$ cat config.mk
export PLATFORM = sky130hd
export DESIGN_NAME = strobe_pulse_gen
export DESIGN_NICKNAME = d
export VERILOG_FILES = /design/src/rtl/strobe_pulse_pkg.sv /design/src/rtl/strobe_pulse_gen_timer.sv /design/src/rtl/strobe_pulse_gen.sv
export SDC_FILE = /design/constraint.sdc
export NUM_CORES = 1
export LEC_CHECK = 0
export CAP_MARGIN = 20
export CORE_ASPECT_RATIO = 1.4
export CORE_MARGIN = 8
export CORE_UTILIZATION = 45
export DETAILED_ROUTE_END_ITERATION = 10
export GPL_TIMING_DRIVEN = 0
export PLACE_DENSITY_LB_ADDON = 0.1
export SYNTH_ARGS = -nofsm -noshare
export SYNTH_HDL_FRONTEND = slang
export SYNTH_SLANG_ARGS = --single-unit
$ cat constraint.sdc
create_clock -name clk -period 3.3 [get_ports clk]
set_clock_uncertainty 0.15 [all_clocks]
set_input_delay 0.33 -clock clk [delete_from_list [all_inputs] [get_ports clk]]
set_output_delay 0.33 -clock clk [all_outputs]
set_load 0.01 [all_outputs]
$ cat src/rtl/strobe_pulse_pkg.sv
// Shared types and helpers for the strobe pulse stretcher.
// Holds the FSM state encoding and the counter width calculation.
// No logic. Imported by strobe_pulse_gen.
package strobe_pulse_pkg;

  typedef enum logic [1:0] {
    IDLE = 2'd0,
    HIGH = 2'd1,
    GAP  = 2'd2
  } pulse_state_t;

  // Bits needed to hold the larger of the two cycle counts.
  function automatic int cnt_width(int a, int b);
    return $clog2(((a > b) ? a : b) + 1);
  endfunction

endpackage

$ cat src/rtl/strobe_pulse_gen_timer.sv
// Loadable down-counter that times the HIGH and GAP phases.
// Latency: load takes effect the cycle after load_i; done_o is combinational from the count.
// Backpressure: none; load_i always wins over counting down.
module pulse_timer #(
  parameter int W = 4
) (
  input  logic         clk,
  input  logic         reset,
  input  logic         load_i,
  input  logic [W-1:0] load_val_i,
  output logic         done_o
);

  logic [W-1:0] cnt_q;
  logic [W-1:0] cnt_d;

  // Next count: load, otherwise count down and hold at zero.
  always_comb begin
    cnt_d = cnt_q;
    if (load_i) begin
      cnt_d = load_val_i;
    end else if (cnt_q != '0) begin
      cnt_d = cnt_q - 1'b1;
    end
  end

  // Count register with synchronous reset.
  always_ff @(posedge clk) begin
    if (reset) begin
      cnt_q <= '0;
    end else begin
      cnt_q <= cnt_d;
    end
  end

  assign done_o = (cnt_q == '0);

endmodule

$ cat src/rtl/strobe_pulse_gen.sv
// Stretches single-cycle strobes into PULSE_CYCLES-high pulses, each followed by a GAP_CYCLES low gap.
// Latency: pulse_o rises the cycle after an accepted strobe; outputs are registered.
// Backpressure: none; strobes arriving while busy are queued (STROBE_PULSE_QUEUE_EN) or dropped, with drops flagged on overflow_o.
module strobe_pulse_gen
  import strobe_pulse_pkg::*;
#(
  parameter int PULSE_CYCLES = 1_200_000,
  parameter int GAP_CYCLES   = 600_000,
  parameter int PEND_W       = 4
) (
  input  logic              clk,
  input  logic              reset,
  input  logic              strobe_i,
  output logic              pulse_o,
  output logic              busy_o,
  output logic [PEND_W-1:0] pending_o,
  output logic              overflow_o
);

  localparam int CW = cnt_width(PULSE_CYCLES, GAP_CYCLES);
  localparam logic [CW-1:0] PULSE_LOAD = CW'(PULSE_CYCLES - 1);
  localparam logic [CW-1:0] GAP_LOAD   = CW'(GAP_CYCLES - 1);

  pulse_state_t  state_q;
  logic          pulse_q;
  logic          busy_q;
  logic          overflow_q;
  logic          timer_done;
  logic          timer_load;
  logic [CW-1:0] timer_load_val;
  logic          pend_nz;
  logic          gap_term;
  logic          late_strobe;

  // Last cycle of the gap: the only point where a new pulse may follow an old one.
  assign gap_term = (state_q == GAP) && timer_done;

  // A strobe seen while busy that cannot start a pulse directly.
  assign late_strobe = strobe_i && (state_q != IDLE) && !(gap_term && !pend_nz);

  // Timer reload at each phase entry.
  always_comb begin
    timer_load     = 1'b0;
    timer_load_val = PULSE_LOAD;
    case (state_q)
      IDLE: timer_load = strobe_i;
      HIGH: begin
        timer_load     = timer_done;
        timer_load_val = GAP_LOAD;
      end
      GAP:     timer_load = timer_done && (pend_nz || strobe_i);
      default: timer_load = 1'b0;
    endcase
  end

  pulse_timer #(
    .W (CW)
  ) u_timer (
    .clk        (clk),
    .reset      (reset),
    .load_i     (timer_load),
    .load_val_i (timer_load_val),
    .done_o     (timer_done)
  );

  // Phase sequencing with pulse/busy registered alongside the state.
  always_ff @(posedge clk) begin
    if (reset) begin
      state_q <= IDLE;
      pulse_q <= 1'b0;
      busy_q  <= 1'b0;
    end else begin
      case (state_q)
        IDLE: begin
          if (strobe_i) begin
            state_q <= HIGH;
            pulse_q <= 1'b1;
            busy_q  <= 1'b1;
          end
        end
        HIGH: begin
          if (timer_done) begin
            state_q <= GAP;
            pulse_q <= 1'b0;
          end
        end
        GAP: begin
          if (timer_done) begin
            if (pend_nz || strobe_i) begin
              state_q <= HIGH;
              pulse_q <= 1'b1;
            end else begin
              state_q <= IDLE;
              busy_q  <= 1'b0;
            end
          end
        end
        default: begin
          state_q <= IDLE;
          pulse_q <= 1'b0;
          busy_q  <= 1'b0;
        end
      endcase
    end
  end

`ifdef STROBE_PULSE_QUEUE_EN
  localparam logic [PEND_W-1:0] PEND_MAX = '1;

  logic [PEND_W-1:0] pend_q;
  logic              deq;

  assign deq     = gap_term && pend_nz;
  assign pend_nz = (pend_q != '0);

  // Pending count; an enqueue that meets a dequeue leaves the count unchanged and is not a drop.
  always_ff @(posedge clk) begin
    if (reset) begin
      pend_q     <= '0;
      overflow_q <= 1'b0;
    end else if (late_strobe && deq) begin
      pend_q <= pend_q;
    end else if (deq) begin
      pend_q <= pend_q - 1'b1;
    end else if (late_strobe) begin
      if (pend_q == PEND_MAX) begin
        overflow_q <= 1'b1;
      end else begin
        pend_q <= pend_q + 1'b1;
      end
    end
  end

  assign pending_o = pend_q;
`else
  assign pend_nz   = 1'b0;
  assign pending_o = '0;

  // Without a queue every late strobe is a drop.
  always_ff @(posedge clk) begin
    if (reset) begin
      overflow_q <= 1'b0;
    end else if (late_strobe) begin
      overflow_q <= 1'b1;
    end
  end
`endif

  assign pulse_o    = pulse_q;
  assign busy_o     = busy_q;
  assign overflow_o = overflow_q;

endmodule

# Word level (Yosys, flattened, before mapping)
# Cells that the tools add are included.
[classes] add_sub_neg=1 bitwise=1 n_mux=17 reduce_logical=13 eq_ne=6
[ops] op="$mux 21" n=3
[ops] op="$logic_not 21->1" n=1
[ops] op="$reduce_bool 21->1" n=1
[ops] op="$sub 21x1->21 const B" n=1
[ops] op="$pmux 1 s3" n=3
[ops] op="$ne 2x2->1 const B" n=4
[ops] op="$mux 1" n=7
[ops] op="$mux 2" n=3
[ops] op="$pmux 2 s3" n=1
[ops] op="$logic_and 1x1->1" n=4
[ops] op="$reduce_and 4->1" n=1
[ops] op="$reduce_bool 2->1" n=2
[ops] op="$reduce_and 3->1" n=1
[ops] op="$eq 2x1->1 const B" n=1
[ops] op="$eq 2x2->1 const B" n=1
[ops] op="$logic_not 2->1" n=1
[ops] op="$reduce_and 2->1" n=1
[ops] op="$logic_not 1->1" n=1
[ops] op="$not 1->1" n=1
[totals] out_inout_bits=7 ff_bits=26 elab_cells=43 in_bits=3

# Logic depth before layout (Yosys ltp)
# Gate-level depths: netlist of the first run.
[depth] ltp_word=4 mapped_depth=8 mapped_depth_nobuf=7

# Cells and area by module
# A second synthesis of the first run with hierarchy kept.
[unflattened] hier_cells=177 area_unflattened_um2=1446.4
[by_module_without_submodules] mod="pulse_timer" instances=1 seq_area_each_um2=420.4 cells_each=140 area_each_um2=1157.4
[by_module_without_submodules] mod="strobe_pulse_gen" instances=1 seq_area_each_um2=100.1 cells_each=37 area_each_um2=289.0

# Worst setup path after synthesis of the first run
# Ideal clock, no wire load.
[synth_path] kind="register -> register" from="register u_timer.cnt_q[0]" to="register state_q[1]" path_slack_ns=1.207 arrival_ns=1.875 path_stages_with_launch=9 required_time_ns=3.083 setup_ns=0.067 cell_sequence="dfxtp_1 inv_1 ha_1 or3b_1 buf_6 nor3_4 nand2_4 or3_1 a21oi_2"
[synth_between] elab_chain_len=3 elab_cells_between_ends=4
[synth_rtl] item="start, declared" line_no="strobe_pulse_gen_timer.sv:14" rtl="logic [W-1:0] cnt_q;"
[synth_rtl] item="start signal, assigned" line_no="strobe_pulse_gen_timer.sv:32" rtl="cnt_q <= cnt_d;"
[synth_rtl] item="$logic_not 21->1 *" line_no="strobe_pulse_gen_timer.sv:36" rtl="assign done_o = (cnt_q == '0);"
[synth_rtl] item="$ne 2x2->1 (no source line)"
[synth_rtl] item="$reduce_and 3->1 (no source line) *"
[synth_rtl] item="end signal, assigned" line_no="strobe_pulse_gen.sv:69" rtl="state_q <= IDLE;"
[synth_rtl] item="end signal, assigned" line_no="strobe_pulse_gen.sv:76" rtl="state_q <= HIGH;"
[synth_rtl] item="end signal, assigned" line_no="strobe_pulse_gen.sv:83" rtl="state_q <= GAP;"
[synth_rtl] item="end, declared" line_no="strobe_pulse_gen.sv:24" rtl="pulse_state_t state_q;"
# Mark *: on every way between the ends. The rest lies on a longest branch, timed or not.
# A chain may end at the register's enable or synchronous reset.

# Worst setup path in the final report of the first run
# Same ends and word-level chain as after synthesis.

==> results of run 1 <==
[synthesized netlist by cell type (all sizes together)]
master and n:
nor2 19, clkbuf 3, a211oi 2, nor3b 1, nand3 6, a41oi 2
nor2b 3, nand2 7, ha 1, a31oi 1, nand4 1, xor2 2
nor3 11, o21bai 2, o31ai 3, o21ai 6, mux2 3, mux2i 2
o22ai 2, nor4 6, o31a 1, or3 6, inv 5, xnor2 7
o41ai 2, and2 2, o211ai 4, conb 1, buf 6, or2 2
nand2b 3, a21oi 21, or4 1, dfxtp 26, and4 1, a311oi 1
or3b 1
[cells by family (layout without fill, tap and decap cells)]
logic type	Yosys count	count (layout)
xor gates and xnor gates	9	9
other	1	4
buffers and inverters	14	22
DFF	26	26
AOI/OAI and AO/OA	47	47
muxes	5	5
adders and majority gates	1	1
and+or+nand+nor	70	70
[metal layers]
layer  GRT usage (%)  vias up  wire length [um]
li1                -      649                 -
met4           7.332        0                68
met5               0        -                 0
met3           2.688        8               150
met1           14.45      622              1406
met2           24.72       32              1872
[sequential cells by signal (all words and copies together) (netlist names)]
register and flops:
busy_o 1, u_timer.cnt_q 21, pulse_o 1, state_q 2, overflow_o 1
[worst register-to-register path, stage by stage, from the launching register on]
cell and delay (ps):
dfxtp_1 330, inv_1 100, ha_1 230, or3b_1 370
buf_6 140, nor3_4 290, nand2_4 150, or3_1 350
a21oi_2 130
[worst min-delay path by stage]
stage	from	cells past startpoint	endpoint	slack [ps]
after global routing	u_timer.cnt_q[20]	2	u_timer.cnt_q[20]	350
after detailed placement	pulse_o	2	pulse_o	310
after global placement	pulse_o	2	pulse_o	310
final	pulse_o	2	pulse_o	320
after CTS	pulse_o	2	pulse_o	320
after floorplan	u_timer.cnt_q[20]	2	u_timer.cnt_q[20]	300
[metrics by stage]
step                      utilization (%)  worst slack [ps]  hold WS, ps  area, um^2  instances
after CTS                           51.33             964.6        324.8        1588        223
after detailed placement            50.00             982.1        308.7        1546        220
after global routing                51.33             708.0        347.2        1588        223
final                               51.33             990.2        317.6        1588        223
after floorplan                         -              1207        303.8        1448        176
after global placement              50.00             993.8        305.8        1546        220
[power breakdown]
| group | internal (mW) | switching [mW] |
|---|---|---|
| clock network | 0.0821 | 0.101 |
| registers | 0.343 | 0.0325 |
| logic | 0.0892 | 0.120 |
[layout make-up]
| class | instances | share of cell area, % |
|---|---|---|
| inverters | 5 | 1.182 |
| multi-input cells | 136 | 53.59 |
| flip-flops and latches | 26 | 32.78 |
| well taps | 39 | 3.073 |
| plain buffers | 9 | 3.625 |
| clock buffers | 3 | 2.600 |
| repair buffers | 5 | 3.152 |
==> impl_metrics.toml, run 1 <==
[drt]
drtPass1Iterations = 4
wl_per_cell_um = 15.68
drc = 0
vias = 1311
drt_iter0_drc = 28
wl_mm = 3.497
ant_nets = 0
via_per_inst = 5.879

[grt]
overflow = 0
grt.total_usage_pct = 13.76
grt_pass1_wl_mm = 6.023
grt_antenna_before_repair = 0
grt_pass1_vias = 1362
grt_start_max_net_pins = 14

[worst_setup_path]
critical_path.cell_chain = "inv_1 -> ha_1 -> or3b_1 -> buf_6 -> nor3_4 -> nand2_4 -> or3_1 -> a21oi_2"
r2r-end = "state_q[1]"
cp.required_ps = 3360
ff2ff_path_depth = 8
cp_num_buf_inv = 2
crit_path_max_fanout = 9
arrival_ps = 2370
max_stage_delay_ps = 370
cp.depth = 8
worstSetupStartpoint = "u_timer.cnt_q[0]"
rrSetupSlack_ps = 990
slowest_stage = "or3b_1"
endpoint = "state_q[1]"
crit_family = "simple AND/OR/NAND/NOR gates"
worstReg2RegStart = "u_timer.cnt_q[0]"
cp-end-kind = "register"
crit_type = "register to register"
cp-start-kind = "register"

[timing]
fin_crit_sh_pct = 69.99
hold_viol = 0
setup_tns_ps = 0
setup_viol_count_final = 0
worstMarginPinSlew_ps = 517.8
max_freq_ghz = 0.4329
grt_setup_unrepaired = "false"
layout_min_cycle_time_ps = 2310
maxSlewHeadroom_pct = 65.03
drv_slew = 0

[clock_network]
insertion_delay_ps = 280
cts_tree = "built"
path_clk_slew_ps = 90
cts_buffers = 3
cts_setup_buffers = 0
cts_buffer_depth = 2
cts.sinks = 26
ctsHoldBuffers = 0
cts_max_level = 1
ctsResizeCount = 0
cts_root_buf = "clkbuf_8"

[yosys]
seq_area_frac_synth_pct = 36.24
synth_top_family_by_area = "simple AND/OR/NAND/NOR gates"
syn_inst = 173
ys_seq_elements = 26
synth_compound_area_share_pct = 20.47
synth-simple-area-share_pct = 27.61
synth_xor_area_share_pct = 5.488
synthAdderAreaFrac_pct = 0.8711
netlist.area_leader.share_pct = 36.24
yosysWarnings = 0
synthesis.area_um2 = 1436
synth.area.top_cells = "dfxtp_1 36%, a21oi_1 7.0%, nor2_1 5.0%, xnor2_1 4.3%, nor3_1 3.1%"
syn_avg_cell_area_um2 = 8.303
muxShareOfSynthArea_pct = 3.746
netlist-cell-type-count = 45
yosysTopAreaCell = "dfxtp_1"

[die]
io_pins = 10
start_util_pct = 46.44
dieArea_um2 = 5281
die_h_um = 82.85
rows = 24
core_um2 = 3093
die_x_um = 63.75

[place]
gp_congestion = 0.9223
hpwl_mm = 2.679
numPortBuffers = 5

[run_status]
status = "complete, no violations"

[job]
maxCapViolCount = 0

[cells_and_area]
final_nets = 190
drive_gt1_share_pct = 11.96
mostFrequentLayoutCells = "26 x dfxtp_1, 20 x a21oi_1, 19 x nor2_1"
layout.cells.most_common = "dfxtp_1"
insertedDiodeCount = 0
multi_input_area_um2 = 850.8
seqCellArea_um2 = 520.5
syn2layout_area_growth_pct = 10.54
fillers = 328

[power_and_ir_drop]
irDropWorstVdd_uv = 304.6
cellLeakagePower_nw = 0.5647
p_total_mw = 0.7671
p_per_area_nw_per_um2 = 483.1

[worst_hold_path]
min_path_type = "register to register"
No activity file was read; power rests on OpenSTA's default activity.
==> run 2, diff against run 1 <==
clock period = 1.9 ns   (was 3.3 ns; I/O delays follow)
==> run 2 against run 1 <==
Net effect:
- the flow now finishes with violations (negative setup slack)
- first-iteration DRC count is 140% higher
- final area is 26% higher
- clock-buffer cell count unchanged
- global-route usage increased by 0.54 points
- critical endpoint is now u_timer.cnt_q[19]
- flip-flop and latch count stayed put
- cell count up 7.6%
- via count rose by 11%
- register-to-register slack got worse by 1100 ps
==> impl_metrics.toml, run 2 (synthesis results as in run 1) <==
[run_status]
status = "finished with violations"
violations = "negative setup slack"

[worst_setup_path]
ff2ff_path_depth = 6
crit_type = "register to register"
worstReg2RegStart = "u_timer.cnt_q[4]"
worstSetupStartpoint = "u_timer.cnt_q[4]"
cp.required_ps = 1970
crit_path_max_fanout = 5
cp-end-kind = "register"
cp-start-kind = "register"
arrival_ps = 2080

[cells_and_area]
final_nets = 207
multi_input_area_um2 = 1127
mostFrequentLayoutCells = "21 x dfxtp_1, 20 x buf_4, 16 x nor2_1"
reg_top3 = "u_timer.cnt_q x21, state_q x2"
syn2layout_area_growth_pct = 39.81
regMostFlops = "u_timer.cnt_q"
seqCellArea_um2 = 531.8
insertedDiodeCount = 0
design_area_um2 = 2008
layout.cells.most_common = "dfxtp_1"
fillers = 262
drive_gt1_share_pct = 39.30
largest_reg_flops = 21

[timing]
maxSlewHeadroom_pct = 62.90
worstMarginPinSlew_ps = 556.5
layout_min_cycle_time_ps = 2019
grt_setup_unrepaired = "true"
postLayoutSetupSlackWorst_ps = -119.4
fin_crit_sh_pct = 106.3
setup_viol_count_final = 20
hold_viol = 0
drv_slew = 0
max_freq_ghz = 0.4952

[power_and_ir_drop]
p_per_area_nw_per_um2 = 767.6
p_total_mw = 1.541
cellLeakagePower_nw = 0.7200
irDropWorstVdd_uv = 754.3

[die]
io_pins = 10
die_h_um = 82.85
core_um2 = 3093
start_util_pct = 46.44
die_x_um = 63.75
rows = 24
dieArea_um2 = 5281

[clock_network]
cts_max_level = 1
cts_tree = "built"
cts.sinks = 26
ctsHoldBuffers = 0
cts_buffers = 3
cts_buffer_depth = 2
path_clk_slew_ps = 90
insertion_delay_ps = 270
cts_root_buf = "clkbuf_8"

[grt]
grt_start_max_net_pins = 14
overflow = 0
grt.total_usage_pct = 14.30
grt_antenna_before_repair = 0
grt_pass1_vias = 1343
grt_pass1_wl_mm = 6.251

[place]
place_area_um2 = 1562
post-place-ws_ps = -294.5
hpwl_mm = 2.659
numPortBuffers = 5
gp_congestion = 0.8776

[drt]
via_per_inst = 6.083
drc = 0
route.met3.wl_um = 168
wl_mm = 4.172
wl_met2_mm = 2.261
top_layer_used = "met4"
met1Wirelength_mm = 1.613
drt_iter0_drc = 68
vias = 1460
wl_per_cell_um = 17.38
drtPass1Iterations = 4
ant_nets = 0

[job]
maxCapViolCount = 0

[worst_hold_path]
min_path_type = "register to register"
hold_start = "pulse_o"
holdPathStages = 2
[run 2: cell types whose count changed in the layout (fill, tap and decap cells not counted), sizes merged]
cell | before | now
buf | 6 | 24
clkbuf | 6 | 5
[run 2: worst paths after layout]
kind | end | slack (ps)
worst min-delay path | pulse_o | 330
worst max register to register | u_timer.cnt_q[19] | -120
worst max-delay path | u_timer.cnt_q[19] | -120
worst min register to register | pulse_o | 330
[run 2: layout make-up]
class,instances,share of cell area (%)
Inverter,5,0.9346
Sequential cell,26,26.48
Multi-Input combinational cell,136,56.14
Clock buffer,3,2.056
Tap cell,39,2.430
Buffer,8,2.368
Timing Repair Buffer,23,9.595
[run 2: metrics by stage]
stage | setup TNS (ps) | std cells | utilization, % | hold WS [ps]
6_report | -1188 | 240 | 64.93 | 334.2
3_3_place_gp | -4202 | 220 | 50.49 | 303.2
3_5_place_dp | -4528 | 220 | 50.49 | 318.2
4_1_cts | -1746 | 235 | 58.90 | 335.4
5_1_grt | -2535 | 240 | 64.93 | 347.3
2_1_floorplan | -145.7 | 176 | - | 208.1
[run 2: critical path: stages (launching register included)]
cell     delay [ps]
dfxtp_1         390
or3_1           520
nor3_4          330
buf_4           180
a21oi_2          50
mux2_4          260
nor2_1           80
[run 2: repair_timing]
| item | in CTS | in global routing |
|---|---|---|
| resized for setup | 34 | 28 |
| buffers inserted | 12 | 6 |
| setup endpoints to repair | 23 | 25 |
| pin swaps | 12 | 10 |
| endpoints found under the hold margin | 0 | 0 |
[run 2: layer usage]
metal | GRT usage [%] | vias up
li1 | - | 693
met1 | 15.23 | 706
met2 | 26.57 | 46
met3 | 2.016 | 15
met4 | 6.314 | 0
met5 | 0 | -
[run 2: report_power, final]
part	internal [mW]	switching, mW	leakage (nW)
clock	0.142	0.174	0.0216
combinational	0.247	0.299	0.481
sequential	0.595	0.0846	0.217
